===== src/rtl/instr_fetch.sv =====
// Instruction fetch stage: PC register, IDLE/RUN/HALT control and a single
// output register toward decode with a valid/ready handshake.
module instr_fetch #(
  parameter int unsigned              IMEM_BITS = 22,
  parameter logic [IMEM_BITS-1:0]     RESET_PC  = '0
) (
  input  logic                 clk,
  input  logic                 reset,
  input  logic                 redirect_valid,
  input  logic [IMEM_BITS-1:0] redirect_pc,
  input  logic                 halt,
  output logic [IMEM_BITS-1:0] imem_addr,
  input  logic [31:0]          imem_data,
  output logic                 out_valid,
  input  logic                 out_ready,
  output logic [31:0]          out_instr,
  output logic [IMEM_BITS-1:0] out_pc,
  output logic [31:0]          fetch_count
);

  localparam logic [1:0] IDLE = 2'd0;
  localparam logic [1:0] RUN  = 2'd1;
  localparam logic [1:0] HALT = 2'd2;

  localparam logic [IMEM_BITS-1:0] PC_ONE = {{(IMEM_BITS-1){1'b0}}, 1'b1};

  logic [1:0]           r_state;
  logic [IMEM_BITS-1:0] r_pc;
  logic                 r_out_valid;
  logic [31:0]          r_out_instr;
  logic [IMEM_BITS-1:0] r_out_pc;
  logic [31:0]          r_fetch_count;

  logic                 w_fetch;
  logic                 w_handshake;
  logic [IMEM_BITS-1:0] w_pc_inc;

  // Fetch only in RUN with no redirect/halt and room in the output register;
  // the PC increment wraps naturally at the address width.
  always_comb begin
    w_fetch     = (r_state == RUN) && !redirect_valid && !halt &&
                  (!r_out_valid || out_ready);
    w_handshake = r_out_valid && out_ready;
    w_pc_inc    = r_pc + PC_ONE;
  end

  // Control FSM and PC; a redirect wins over everything and always lands in RUN.
  always_ff @(posedge clk or negedge reset) begin
    if (!reset) begin
      r_state <= IDLE;
      r_pc    <= RESET_PC;
    end else if (redirect_valid) begin
      r_state <= RUN;
      r_pc    <= redirect_pc;
    end else begin
      case (r_state)
        IDLE: r_state <= RUN;
        RUN: begin
          if (halt)         r_state <= HALT;
          else if (w_fetch) r_pc    <= w_pc_inc;
        end
        HALT:    r_state <= HALT;
        default: r_state <= IDLE;
      endcase
    end
  end

  // Output register: load on fetch, drop on redirect or on a bare handshake.
  always_ff @(posedge clk or negedge reset) begin
    if (!reset) begin
      r_out_valid <= 1'b0;
      r_out_instr <= '0;
      r_out_pc    <= '0;
    end else if (redirect_valid) begin
      r_out_valid <= 1'b0;
    end else if (w_fetch) begin
      r_out_valid <= 1'b1;
      r_out_instr <= imem_data;
      r_out_pc    <= r_pc;
    end else if (w_handshake) begin
      r_out_valid <= 1'b0;
    end
  end

  // Count of instructions loaded into the output register; wraps at 2^32.
  always_ff @(posedge clk or negedge reset) begin
    if (!reset)       r_fetch_count <= '0;
    else if (w_fetch) r_fetch_count <= r_fetch_count + 32'd1;
  end

  assign imem_addr   = r_pc;
  assign out_valid   = r_out_valid;
  assign out_instr   = r_out_instr;
  assign out_pc      = r_out_pc;
  assign fetch_count = r_fetch_count;

endmodule


===== config.mk =====
export PLATFORM = sky130hd
export DESIGN_NAME = instr_fetch
export DESIGN_NICKNAME = d
export VERILOG_FILES = /design/src/rtl/instr_fetch.sv
export SDC_FILE = /design/constraint.sdc
export NUM_CORES = 1
export LEC_CHECK = 0
export ABC_AREA = 1
export BUFFER_PORTS_ARGS = -buffer_cell sky130_fd_sc_hd__buf_2
export CORE_MARGIN = 2
export CORE_UTILIZATION = 45
export DETAILED_ROUTE_END_ITERATION = 8
export GPL_ROUTABILITY_DRIVEN = 0
export MAX_ROUTING_LAYER = met4
export PLACE_DENSITY = 0.71
export SLEW_MARGIN = 25
export SYNTH_ARGS = -nofsm -noshare
export SYNTH_HDL_FRONTEND = slang
export SYNTH_SLANG_ARGS = --single-unit

===== constraint.sdc =====
create_clock -name clk -period 3.1 [get_ports clk]
set_clock_uncertainty 0.05 [all_clocks]
set_input_delay 0.465 -clock clk [delete_from_list [all_inputs] [get_ports clk]]
set_output_delay 0.465 -clock clk [all_outputs]
set_load 0.03 [all_outputs]

==> impl_metrics.toml <==
[outcome]
status = "finished clean"

[setup_path]
max_stage_delay_ns = 0.36
r2r_slack_ns = 0.96
cp_max_fo = 51
worstReg2RegEnd = "imem_addr[6]$_DFFE_PN0P_"
cp.arrival_ns = 2.32
worst_path_most_repeated_cell = "inv_1"
start_kind = "flip-flop"
required_ns = 3.27
r2r-start = "r_state[1]$_DFFE_PN0P_"
critPathCaptureType = "flip-flop"
crit_chain = "inv_1 -> ha_1 -> inv_1 -> nor2_4 -> nand3_4 -> inv_2 -> buf_12 -> nand3_1 -> o21ai_0 -> a31oi_1"
crit_path_top_delay_cell = "dfrtp_1"
criticalPathCategory = "flip-flop to flip-flop"
r2r_cells = 10

[timing]
setup_ws_ns = 0.9565
fin_crit_ns = 2.143
finalCritPeriodShare_pct = 69.14
drv_slew = 0
tns_ns = 0
fmax_mhz = 466.5
grt_setup_unrepaired = "false"
setup_viol = 0
finalHoldViolations = 0
worstMarginPinSlew_ns = 0.5825
relSlewSlack_pct = 61.16

[floorplan]
num_rows = 40
core_area_um2 = 12060
die_area_um2 = 13340
initial_utilization_pct = 46.40
io_pins = 168
die_x_um = 115.5
dieHeight_um = 115.5

[layout]
stdcell_area_um2 = 6894
antenna_cells = 0
syn_to_final_growth_pct = 23.18
multi_input_area_um2 = 2496
drive_gt1_share_pct = 23.63
nNetsFinal = 951
n_fill_cell = 1168
final_cells = 1061
seq_area_um2 = 2778

[logic_synthesis]
synth-seq-cells = 111
synth.most_common_cell = "nand2_1"
synthTopCellsByCount = "nand2_1, dfrtp_1, nor2_1"
synth_edf_count = 0
ys.flop_type = "dfrtp_1"
syn_inst = 725
yosysTopAreaCell = "dfrtp_1"
synth_nets = 788
syn-mean-instance-area_um2 = 7.719
synth_top_area_share_pct = 49.63
yosys-top-cells-area = "dfrtp_1, nand2_1, nor2_1, inv_1, nand3_1"
synthArstFlopShare_pct = 100.0
synth_area_um2 = 5597
synth_cell_types = 33
synth_seq_area_share_pct = 49.63
ys.warnings.count = 0

[detailed_routing]
drtIter0Drc = 356
via_count = 5162
drc_errors = 0
antenna_left = 0
dr.pass1.iters = 5
routed_wl_mm = 14.08
viasPerCell = 4.865
wl_per_cell_um = 13.27

[clocking]
numCtsBuffers = 9
clk_pin_slew_ns = 0.07
worstSkewPairLatency_ns = 0.35
ctsHoldBuffers = 0
root_buffer = "clkbuf_16"
post-cts-setup-buffer-count = 0
clock_path_buffers = 2
clock_sinks = 111
htree_num_levels = 3
ctsResizeCount = 0
tritoncts = "yes"

[flow_run]
maxCapViolCount = 0

[global_route]
grt_use_total_pct = 22.47
grt_max_degree = 67
grt_pass1_wl_mm = 22.87
first_global_vias = 4738
overflow = 0
antenna_found_initial = 0

[placed_design]
placed_area_um2 = 6584
port_buffers = 167
dp_hpwl_mm = 10.33
pre_cts_slack_ns = 0.7989
dpl.cell_count = 1045

[pwr]
power.density_nw_per_um2 = 793.5
power_mw = 5.470
vdd_drop_max_uv = 622.8
p_leak_nw = 3.626

[min_path]
timing.hold.worst.class = "input pin to asynchronous set/reset pin"
worst max path at each step:
stage                             startpoint  slack [ns]                        end  cells past startpoint
floorplan           imem_addr[1]$_DFFE_PN0P_        1.45  imem_addr[18]$_DFFE_PN0P_                      8
global placement              redirect_valid        0.85   imem_addr[9]$_DFFE_PN0P_                      7
detailed placement            redirect_valid        0.80   imem_addr[6]$_DFFE_PN0P_                      8
CTS                   r_state[1]$_DFFE_PN0P_        0.95   imem_addr[6]$_DFFE_PN0P_                     10
global route          r_state[1]$_DFFE_PN0P_        0.73   imem_addr[6]$_DFFE_PN0P_                     10
finish                r_state[1]$_DFFE_PN0P_        0.96   imem_addr[6]$_DFFE_PN0P_                     10
layer usage:
metal | share of wire [%] | track usage (%) | vias to the layer above
li1 | - | - | 2602
met1 | 46 | 29.66 | 2415
met2 | 48 | 35.13 | 137
met3 | 5.8 | 5.492 | 8
met4 | 0.82 | 5.382 | 0
met5 | 0 | - | -
where the power goes:
group | internal [mW] | total [mW] | switching (mW)
sequential | 1.87 | 2.18 | 0.318
combinational | 0.586 | 2.09 | 1.50
clock | 0.691 | 1.20 | 0.508
total | 3.14 | 5.47 | 2.33
placed cells by master, fill, tap and decap left out:
cell,count
nand2_2,4
nand3_4,1
nor2_4,6
nand3_1,34
clkbuf_16,9
or2_2,1
dfrtp_1,111
nand2_1,318
nor2_1,65
ha_1,4
a22oi_1,1
nand3b_1,14
inv_1,47
xnor2_1,9
buf_2,166
nand4_1,10
clkbuf_8,3
o21ai_0,23
clkinv_2,2
o22ai_1,2
nor4_1,1
buf_12,2
a31oi_1,2
inv_2,4
o21bai_1,1
clkbuf_1,1
nor2_2,5
o21ai_1,10
a21oi_1,4
bufinv_16,1
nor3_2,1
nand3_2,1
buf_4,5
nor3_1,5
o211ai_1,6
xor2_1,13
o221ai_1,1
flip-flops by register name, summed over array words and instances, names as in the netlist:
| register | count |
|---|---|
| out_valid | 1 |
| fetch_count | 32 |
| imem_addr | 22 |
| r_state | 2 |
| out_pc | 22 |
| out_instr | 32 |
layout make-up:
type,instances,area share (%)
clock buffers,13,3.920
inverters,51,2.777
well taps,168,3.049
flip-flops and latches,111,40.29
repair buffers,173,13.18
multi-input cells,542,36.21
clock inverters,3,0.5808
cell families (layout without fill, tap and decap cells):
kind of cell / after synthesis / after routing / synth area share (%)
buffers and inverters: 72 / 240 / 5.768
AOI/OAI and AO/OA: 50 / 50 / 4.986
and+or+nand+nor: 466 / 466 / 35.28
xor gates and xnor gates: 22 / 22 / 3.443
DFF: 111 / 111 / 49.63
adders and majority gates: 4 / 4 / 0.8943
worst max-delay path, delay by kind of cell, from the launching register on:
kind                     cells  cell delay, ns
buffers and inverters        4            0.77
AND/OR/NAND/NOR              3            0.52
flip-flops                   1            0.36
adder cells (fa/ha/maj)      1            0.16
AO/OA/AOI/OAI                2            0.14
through the flow:
stage / hold slack (ns) / utilization, %
after floorplan: 0.1194 / -
after global placement: 0.4068 / 54.59
after detailed placement: 0.4093 / 54.59
after CTS: 0.08260 / 57.16
after global routing: 0.1045 / 57.16
final: 0.06151 / 57.16
Note: power is estimated with default switching activity, not from simulation.
